==> src/rtl/boot_pkg.sv <==
// Shared types and constants for the boot loader: FSM state encoding and stream field widths.
// The CHK state exists only when BOOT_CHECKSUM_EN is defined.
package boot_pkg;

    localparam int BYTE_W       = 8;
    localparam int BOOT_LEN_W   = 12;
    localparam int BOOT_LEN_MAX = 4095;

    typedef enum logic [2:0] {
        ST_IDLE,
        ST_LEN_HI,
        ST_LEN_LO,
        ST_DATA_HI,
        ST_DATA_LO,
`ifdef BOOT_CHECKSUM_EN
        ST_CHK,
`endif
        ST_DONE,
        ST_ERR
    } boot_state_t;

endpackage

==> src/rtl/boot_loader_if.sv <==
// Byte-receiver and program-memory write bus of the boot loader.
// master = the loader, slave = the byte source / program memory side.
interface boot_loader_if
    import boot_pkg::*;
#(
    parameter int ADDR_W = 12,
    parameter int DATA_W = 16
);
    logic [BYTE_W-1:0] rx_data;
    logic              rx_valid;
    logic              rx_ready;
    logic              prog_we;
    logic [ADDR_W-1:0] prog_addr;
    logic [DATA_W-1:0] prog_wdata;

    modport master (
        input  rx_data, rx_valid,
        output rx_ready, prog_we, prog_addr, prog_wdata
    );

    modport slave (
        output rx_data, rx_valid,
        input  rx_ready, prog_we, prog_addr, prog_wdata
    );
endinterface

==> src/rtl/boot_csum.sv <==
// Modulo-256 byte accumulator for the image checksum (used only with BOOT_CHECKSUM_EN).
// match compares the running sum against the byte currently presented.
module boot_csum
    import boot_pkg::*;
(
    input  logic              clk,
    input  logic              arst,
    input  logic              clear,
    input  logic              add,
    input  logic [BYTE_W-1:0] byte_in,
    output logic              match
);
    logic [BYTE_W-1:0] sum;

    // NOTE: clocked state uses <= so every flop samples pre-edge values regardless of statement order.
    always_ff @(posedge clk or posedge arst) begin
        if (arst) begin
            sum <= '0;
        end else if (clear) begin
            sum <= '0;
        end else if (add) begin
            sum <= sum + byte_in;
        end
    end

    assign match = (sum == byte_in);
endmodule

==> src/rtl/boot_loader.sv <==
// Boot loader: parses LEN_HI, LEN_LO, N x {WORD_HI, WORD_LO} and writes words to program memory from address 0.
// Optional trailing checksum byte enabled by the BOOT_CHECKSUM_EN macro. DATA_W must be 16.
module boot_loader
    import boot_pkg::*;
#(
    parameter int ADDR_W = 12,
    parameter int DATA_W = 16
)(
    input  logic          clk,
    input  logic          arst,
    input  logic          start,
    boot_loader_if.master bus,
    output logic          bootstrapping,
    output logic          done,
    output logic          err
);
    localparam int LEN_HI_W = BOOT_LEN_W - BYTE_W;

    boot_state_t           state;
    logic [LEN_HI_W-1:0]   len_hi;
    logic [BOOT_LEN_W-1:0] word_total;
    logic [BOOT_LEN_W-1:0] word_cnt;
    logic [BYTE_W-1:0]     data_hi;
    logic                  accepting;
    logic                  we;
    logic [ADDR_W-1:0]     addr;
    logic [DATA_W-1:0]     wdata;
    logic                  rx_fire;
    logic                  can_start;

    assign rx_fire        = bus.rx_valid && accepting;
    assign can_start      = (state == ST_IDLE) || (state == ST_DONE) || (state == ST_ERR);
    assign bus.rx_ready   = accepting;
    assign bus.prog_we    = we;
    assign bus.prog_addr  = addr;
    assign bus.prog_wdata = wdata;

`ifdef BOOT_CHECKSUM_EN
    logic csum_add;
    logic csum_match;

    assign csum_add = rx_fire && ((state == ST_DATA_HI) || (state == ST_DATA_LO));

    boot_csum u_csum (
        .clk     (clk),
        .arst    (arst),
        .clear   (start && can_start),
        .add     (csum_add),
        .byte_in (bus.rx_data),
        .match   (csum_match)
    );
`endif

    // NOTE: datapath registers are reset too, so every output is at a known value as soon as arst asserts.
    always_ff @(posedge clk or posedge arst) begin
        if (arst) begin
            state         <= ST_IDLE;
            len_hi        <= '0;
            word_total    <= '0;
            word_cnt      <= '0;
            data_hi       <= '0;
            accepting     <= 1'b0;
            we            <= 1'b0;
            addr          <= '0;
            wdata         <= '0;
            bootstrapping <= 1'b0;
            done          <= 1'b0;
            err           <= 1'b0;
        end else begin
            we <= 1'b0;
            unique case (state)
                ST_IDLE, ST_DONE, ST_ERR: begin
                    if (start) begin
                        state         <= ST_LEN_HI;
                        word_cnt      <= '0;
                        addr          <= '0;
                        done          <= 1'b0;
                        err           <= 1'b0;
                        bootstrapping <= 1'b1;
                        accepting     <= 1'b1;
                    end
                end
                ST_LEN_HI: begin
                    if (rx_fire) begin
                        if (bus.rx_data[BYTE_W-1:LEN_HI_W] != '0) begin
                            state         <= ST_ERR;
                            err           <= 1'b1;
                            bootstrapping <= 1'b0;
                            accepting     <= 1'b0;
                        end else begin
                            len_hi <= bus.rx_data[LEN_HI_W-1:0];
                            state  <= ST_LEN_LO;
                        end
                    end
                end
                ST_LEN_LO: begin
                    if (rx_fire) begin
                        word_total <= {len_hi, bus.rx_data};
                        if ({len_hi, bus.rx_data} != '0) begin
                            state <= ST_DATA_HI;
                        end else begin
`ifdef BOOT_CHECKSUM_EN
                            state <= ST_CHK;
`else
                            state         <= ST_DONE;
                            done          <= 1'b1;
                            bootstrapping <= 1'b0;
                            accepting     <= 1'b0;
`endif
                        end
                    end
                end
                ST_DATA_HI: begin
                    if (rx_fire) begin
                        data_hi <= bus.rx_data;
                        state   <= ST_DATA_LO;
                    end
                end
                ST_DATA_LO: begin
                    if (rx_fire) begin
                        we       <= 1'b1;
                        wdata    <= DATA_W'({data_hi, bus.rx_data});
                        addr     <= ADDR_W'(word_cnt);
                        word_cnt <= word_cnt + 1'b1;
                        if (word_cnt + 1'b1 == word_total) begin
`ifdef BOOT_CHECKSUM_EN
                            state <= ST_CHK;
`else
                            state         <= ST_DONE;
                            done          <= 1'b1;
                            bootstrapping <= 1'b0;
                            accepting     <= 1'b0;
`endif
                        end else begin
                            state <= ST_DATA_HI;
                        end
                    end
                end
`ifdef BOOT_CHECKSUM_EN
                ST_CHK: begin
                    if (rx_fire) begin
                        bootstrapping <= 1'b0;
                        accepting     <= 1'b0;
                        if (csum_match) begin
                            state <= ST_DONE;
                            done  <= 1'b1;
                        end else begin
                            state <= ST_ERR;
                            err   <= 1'b1;
                        end
                    end
                end
`endif
                default: begin
                    state         <= ST_IDLE;
                    bootstrapping <= 1'b0;
                    accepting     <= 1'b0;
                end
            endcase
        end
    end
endmodule

==> src/flat_wrapper.sv <==
// flat-port wrapper written by rule: the top's interface ports become plain ports
module boot_loader_flat import boot_pkg::*;
#(
    parameter int ADDR_W = 12,
    parameter int DATA_W = 16
)
  (clk, arst, start, bootstrapping, done, err, bus_rx_data, bus_rx_valid, bus_rx_ready, bus_prog_we, bus_prog_addr, bus_prog_wdata);
  boot_loader_if #(.ADDR_W(ADDR_W), .DATA_W(DATA_W)) bus_i ();
  input  logic clk;
  input  logic arst;
  input  logic start;
  output logic bootstrapping;
  output logic done;
  output logic err;
  input wire logic [$bits(bus_i.rx_data)-1:0] bus_rx_data;
  input wire logic [$bits(bus_i.rx_valid)-1:0] bus_rx_valid;
  output wire logic [$bits(bus_i.rx_ready)-1:0] bus_rx_ready;
  output wire logic [$bits(bus_i.prog_we)-1:0] bus_prog_we;
  output wire logic [$bits(bus_i.prog_addr)-1:0] bus_prog_addr;
  output wire logic [$bits(bus_i.prog_wdata)-1:0] bus_prog_wdata;
  assign bus_i.rx_data = bus_rx_data;
  assign bus_i.rx_valid = bus_rx_valid;
  assign bus_rx_ready = bus_i.rx_ready;
  assign bus_prog_we = bus_i.prog_we;
  assign bus_prog_addr = bus_i.prog_addr;
  assign bus_prog_wdata = bus_i.prog_wdata;
  boot_loader #(.ADDR_W(ADDR_W), .DATA_W(DATA_W)) u_core (.clk(clk), .arst(arst), .start(start), .bus(bus_i), .bootstrapping(bootstrapping), .done(done), .err(err));
endmodule
==> config.mk <==
export PLATFORM = sky130hd
export DESIGN_NAME = boot_loader_flat
export DESIGN_NICKNAME = d
export VERILOG_FILES = /design/src/rtl/boot_pkg.sv /design/src/rtl/boot_loader_if.sv /design/src/rtl/boot_csum.sv /design/src/rtl/boot_loader.sv /design/src/flat_wrapper.sv
export SDC_FILE = /design/constraint.sdc
export NUM_CORES = 1
export LEC_CHECK = 0
export ABC_AREA = 1
export ABC_CLOCK_PERIOD_IN_PS = 2300
export CAP_MARGIN = 20
export CORE_ASPECT_RATIO = 0.8
export CORE_UTILIZATION = 45
export CTS_CLUSTER_SIZE = 8
export DETAILED_ROUTE_END_ITERATION = 10
export PLACE_DENSITY = 0.7
export SLEW_MARGIN = 20
export SYNTH_ARGS = -nofsm -noshare
export SYNTH_HDL_FRONTEND = slang
export SYNTH_SLANG_ARGS = --single-unit
==> constraint.sdc <==
create_clock -name clk -period 2.3 [get_ports clk]
set_input_delay 0.345 -clock clk [delete_from_list [all_inputs] [get_ports clk]]
set_output_delay 0.345 -clock clk [all_outputs]
set_load 0.01 [all_outputs]
==> Word-level counts from Yosys, hierarchy flattened <==
Index checks and enable logic that the tools add are counted.
{ "totals": {"mem_count": 0, "mem_bits_rw": 0, "output_inout_bits": 33, "reg_bits": 71, "latchBits": 0, "romBits": 0} }
{ "op_classes": {"mul": 0, "n_addsub": 1, "n_bitwise": 2, "reduce_logical": 17, "eq_ne": 15, "shifts": 0, "mux": 33, "div_mod_pow": 0, "n_lt_le_gt_ge": 0} }
{ "op_table": {"columns": ["op", "n"], "rows": [
  ["$pmux 12 s2", 2],
  ["$mux 12", 3],
  ["$mux 3", 8],
  ["$mux 1", 16],
  ["$pmux 3 s5", 1],
  ["$add 12x1->12 const B", 1],
  ["$eq 12x12->1", 1],
  ["$ne 2x1->1 const B", 6],
  ["$reduce_bool 12->1", 1],
  ["$eq 3x3->1 const B", 3],
  ["$reduce_and 8->1", 1],
  ["$eq 3x2->1 const B", 2],
  ["$reduce_and 2->1", 3],
  ["$reduce_and 3->1", 2],
  ["$reduce_and 6->1", 1],
  ["$pmux 1 s5", 1],
  ["$reduce_and 5->1", 1],
  ["$ne 2x2->1 const B", 2],
  ["$reduce_and 4->1", 1],
  ["$reduce_bool 2->1", 2],
  ["$reduce_bool 4->1", 1],
  ["$eq 3x1->1 const B", 1],
  ["$logic_not 3->1", 1],
  ["$pmux 1 s3", 1],
  ["5 further kinds", 6]
]} }

==> Depth between registers and ports, before layout <==
{ "depth": {"depth_word": 5, "mapped_depth": 15, "depth_no_buf": 15} }

==> Least setup slack after synthesis <==
Ideal clock, no wire load.
{ "synth_path": {"path_kind": "flip-flop to flip-flop", "startpoint": "register u_core.word_cnt[0]", "endpoint": "register u_core.done", "n_path_buf": 0, "setup_slack_ns": 0.619, "t_required_ns": 2.183, "synth_period_minus_slack_ns": 1.681, "setup_time_ns": 0.117, "t_arrival_ns": 1.564, "path_stages_with_launch": 15, "path_cell_list": "dfrtp_1 -> ha_1 -> nand3_1 -> nor2_2 -> nand2_1 -> nand2_1 -> nand2_1 -> nand2_1 -> nand2_1 -> nor2_1 -> nand3_1 -> nand2_2 -> nand3_1 -> nand2_1 -> nand2_1"} }
{ "synth_between": {"elab_chain_len": 4} }
{ "synth_rtl": {"columns": ["element", "line_no", "text"], "rows": [
  ["start, declared", "boot_loader.sv:22", "logic [BOOT_LEN_W-1:0] word_cnt;"],
  ["start signal, assigned", "boot_loader.sv:124", "word_cnt <= word_cnt + 1'b1;"],
  ["$add 12x1->12", "boot_loader.sv:125", "if (word_cnt + 1'b1 == word_total) begin"],
  ["$eq 12x12->1", "boot_loader.sv:125", null],
  ["$ne 2x1->1 (no source line)", null, null],
  ["$reduce_and 6->1 (no source line)", null, null],
  ["end signal, assigned", "boot_loader.sv:77", "done <= 1'b0;"],
  ["end signal, assigned", "boot_loader.sv:106", "done <= 1'b1;"],
  ["end signal, assigned", "boot_loader.sv:130", "done <= 1'b1;"],
  ["end, declared", "boot_loader.sv:14", "output logic done,"]
]} }
Every way passes these cells.
A chain may end at the register's enable or synchronous reset.

==> Worst setup path in the final report <==
{ "layout_path": {"startpoint": "register u_core.word_cnt[0]", "endpoint": "register u_core.state[1]"} }
{ "layout_between": {"elab_chain_len": 5} }
{ "layout_rtl": {"columns": ["element", "line_no", "text"], "rows": [
  ["$add 12x1->12", "boot_loader.sv:125", null],
  ["$eq 12x12->1", "boot_loader.sv:125", null],
  ["$mux 3", "boot_loader.sv:125", null],
  ["$mux 3", "boot_loader.sv:120", "if (rx_fire) begin"],
  ["$pmux 3 s5", "boot_loader.sv:71", "unique case (state)"],
  ["end signal, assigned", "boot_loader.sv:74", "state <= ST_LEN_HI;"],
  ["end signal, assigned", "boot_loader.sv:129", "state <= ST_DONE;"],
  ["end signal, assigned", "boot_loader.sv:135", "state <= ST_DATA_HI;"],
  ["end, declared", "boot_loader.sv:19", "boot_state_t state;"]
]} }
Every way passes these cells. The select of a mux whose other input is x is not followed.

==> impl_results.md <==
- DR WL/cell: roughly 14 microns
- Die Height: 78.9 microns
- DP Worst Slack: 0.372 ns
- Distinct cell type count after synthesis: 28
- GP Congestion: around 0.91
- CTS sink count: slightly above 70
- Die X: 98.1 microns
- Slew Viols, Final: 0
- Detailed Route Iter0 Violations: 150
- Die footprint: 7740 sq um
- Hold_buf cts: 0
- Clock network power share: ~44%
- I/O Pins: 45
- Ant. Diodes: 0
- Detail Route Antenna Nets: 0
- Total Nets Final: 477
- Synth Register Bits: 71
- Layout cell share with drive strength beyond 1: 7.04%
- Slowest CP cell: dfrtp_1
- Synth warn: 0
- Number of filler cells placed in the layout: approximately 680
- Drt first pass iters: 7
- Buf+Inv Stages, Crit Path: 0
- Clock Skew: 0.0113 ns
- Worst path cell trace: ha_1 > nand3_1 > o21ai_0 > nand3_1 > nand2_1 > nand3_1 > nor2_1 > nand3_1 > nand2_2 > nand3_1 > nand2_1 > nand2_1
- M3 GR Usage: roughly 5.7%
- Max rail drop VDD: 0.000302 V
- Clock buffer depth: 2
- Num CTS Buffers: 9
- Syn nets: 430
- Leakage: 2.11 nW
- Hold Fails Final Rpt: 0
- Worst Setup Start Kind: register
- Mean area per synthesized cell: 7.98 sq um
- Critical path's most frequent cell: nand3_1
- Largest net degree at the start of global routing: 55
- HP Class: input port to asynchronous set/reset pin
- Crit path time final: 1.96 ns
- Worst-path clk slew: 0.08 ns
- Met1 Resource Use GR: 30.3%
- Cell area after placement: 3880 sq um
- Multi-input gate area: 1310 sq um
- GRT Util Overall: between 20% and 30%
- Sequential-to-total area share from yosys stat: roughly 53%
- DP Wirelength: 5.41 mm
- Type of destination of the critical path: register
- Busiest layer in global routing: met2
- Setup TNS: 0 ns
- IO buf count: 44
- Mapped cell area: 3330 sq um
- Crit path largest cell delay: roughly 0.41 ns
- Post-CTS Setup Bufs: 0
- Htree depth: 3
- Met2 Use GR: between 30% and 40%
- Max Fclk: 0.510 GHz
- Final wirelength: 7.53 mm
- Power Density: 575 nW/um^2
- Rel. slew slack: 53.6%
- Clk_lat worst skew: 0.35 ns
- Core ar.: 7030 sq um
- Final setup fails: 0
- Final Instance Count excl. Fillers: ~560
- RSZ-0062 raised after global routing: no
- Crit path max-delay family: simple AND/OR/NAND/NOR gates
- CP Data Arrival Time: 2.21 ns
- WP data required: 2.55 ns
- Crit-path max FO: 4
- Crit Path Category: register to register
- Synthesized instance count: about 420
- Sequential power share: 53.0%
- Slew of the pin with the lowest slew margin: roughly 0.69 ns
- Status: finished, final reports clean
- Logic pwr share: 2.6%
- Internal power: about 1.8 mW
- CTS tree: done
- Post-CTS sizing: 0
- Synthesis-to-finish area growth: 22.9%
- Final WS setup: 0.340 ns
- Fin area: 4090 sq um
- FF/Latch Area: between 1500 and 2000 sq um
- Sw Pwr: 536 uW
- GRT overflow: 0
- Global-route wire length before repair: 13.1 mm
- Initial antenna violation count: 0
- Commonest non-fill, non-tap cell in the layout: nand2_1
- Final core utilization: between 50% and 60%
- Max-cap violations: 0
- Vias in the first global route: between 2k and 3k
- Root buf cell: clkbuf_8
- Detail-routed via count per cell: 5.18
- Switching Fraction: 22.8%
- Commonest cells after routing, fill and taps aside: nand2_1, dfrtp_1, o21ai_0
- DRC: 0
- Std-Cell Rows: 27
- Initial Util: 47.3%
- Via count: 2881
- Tcrit/Tclk final: 85.2%
- Inst Count DP: 540
-- logic make-up after synthesis --
| group | count (synthesis) | synth area share (%) |
|---|---|---|
| AO/OA/AOI/OAI | 69 | 11.0 |
| XOR/XNOR | 3 | 0.790 |
| adder cells (fa/ha/maj) | 1 | 0.376 |
| buffers and inverters | 61 | 7.11 |
| flip-flops | 71 | 53.4 |
| AND/OR/NAND/NOR | 212 | 27.3 |
-- cell usage after synthesis --
| cell | instances | area [sq um] |
|---|---|---|
| ha_1 | 1 | 12.5 |
| nand4_1 | 7 | 43.8 |
| o21ai_2 | 1 | 8.76 |
| nor2_2 | 4 | 25.0 |
| nand3b_1 | 3 | 22.5 |
| xnor2_1 | 1 | 8.76 |
| nand2_2 | 1 | 6.26 |
| nand2_1 | 141 | 529 |
| o21bai_1 | 1 | 7.51 |
| o21a_1 | 1 | 7.51 |
| inv_1 | 48 | 180 |
| buf_2 | 3 | 15.0 |
| nand2_4 | 1 | 11.3 |
| clkbuf_1 | 8 | 30.0 |
| dfrtp_1 | 71 | 1780 |
| nor2_4 | 2 | 22.5 |
| nand3_1 | 29 | 145 |
| inv_2 | 1 | 3.75 |
| nor3_1 | 5 | 25.0 |
| o21ai_1 | 6 | 30.0 |
| nand3_2 | 1 | 10.0 |
| a21oi_1 | 3 | 15.0 |
| xor2_1 | 2 | 17.5 |
| buf_4 | 1 | 7.51 |
| o22ai_1 | 4 | 25.0 |
| o21ai_0 | 52 | 260 |
| nor2_1 | 18 | 67.6 |
| a31oi_2 | 1 | 12.5 |
-- power by group through the flow --
stage                     sequential, mW  combinational [mW]  clock [mW]
after floorplan                     1.27              0.0271           0
after global placement              1.27              0.0627           0
after detailed placement            1.27              0.0633           0
after CTS                           1.25              0.0632        1.08
after global routing                1.25              0.0700        1.13
final                               1.25              0.0604        1.04
-- final timing paths --
check | from | end | slack (ns) | cells past startpoint
max in group asynchronous | arst | u_core.word_cnt[4]$_DFFE_PP0P_ | 1.37 | 3
worst min register to register | u_core.bus.prog_wdata[14]$_DFFE_PP0P_ | u_core.bus.prog_wdata[14]$_DFFE_PP0P_ | 0.48 | 2
worst min-delay path | arst | u_core.state[1]$_DFFE_PP0P_ | 0.31 | 2
worst max register to register | u_core.word_cnt[0]$_DFFE_PP0P_ | u_core.state[1]$_DFFE_PP0P_ | 0.34 | 12
min in group clk | u_core.bus.prog_wdata[14]$_DFFE_PP0P_ | u_core.bus.prog_wdata[14]$_DFFE_PP0P_ | 0.48 | 2
worst max-delay path | u_core.word_cnt[0]$_DFFE_PP0P_ | u_core.state[1]$_DFFE_PP0P_ | 0.34 | 12
-- through the flow --
| stage | power (mW) | hold slack [ns] |
|---|---|---|
| finish | 2.35 | 0.311 |
| global route | 2.45 | 0.335 |
| CTS | 2.39 | 0.309 |
| detailed placement | 1.34 | 0.458 |
| global placement | 1.33 | 0.455 |
| floorplan | 1.30 | 0.449 |
-- sequential cells by signal, summed over array words and instances, names as in the netlist --
| signal | count |
|---|---|
| u_core.bus.prog_wdata | 16 |
| u_core.err | 1 |
| u_core.bus.rx_ready | 1 |
| u_core.bus.prog_addr | 12 |
| u_core.state | 3 |
| u_core.data_hi | 8 |
| u_core.done | 1 |
| u_core.word_total | 12 |
| u_core.word_cnt | 12 |
| u_core.bus.prog_we | 1 |
| u_core.len_hi | 4 |
-- per-layer routing --
layer / part of all wire, % / vias to the layer above
met3: 7.7 / 7
met4: 0.80 / 0
met1: 48 / 1333
met2: 43 / 114
li1: - / 1427
met5: 0 / -
-- cell type report --
cell class | instances | share of cell area, %
flip-flops and latches | 71 | 43.4
multi-input cells | 285 | 32.1
repair buffers | 48 | 12.1
inverters | 49 | 4.50
clock buffers | 10 | 3.36
well taps | 87 | 2.66
clock inverters | 6 | 1.80
Power figures use the tool's default switching activity.
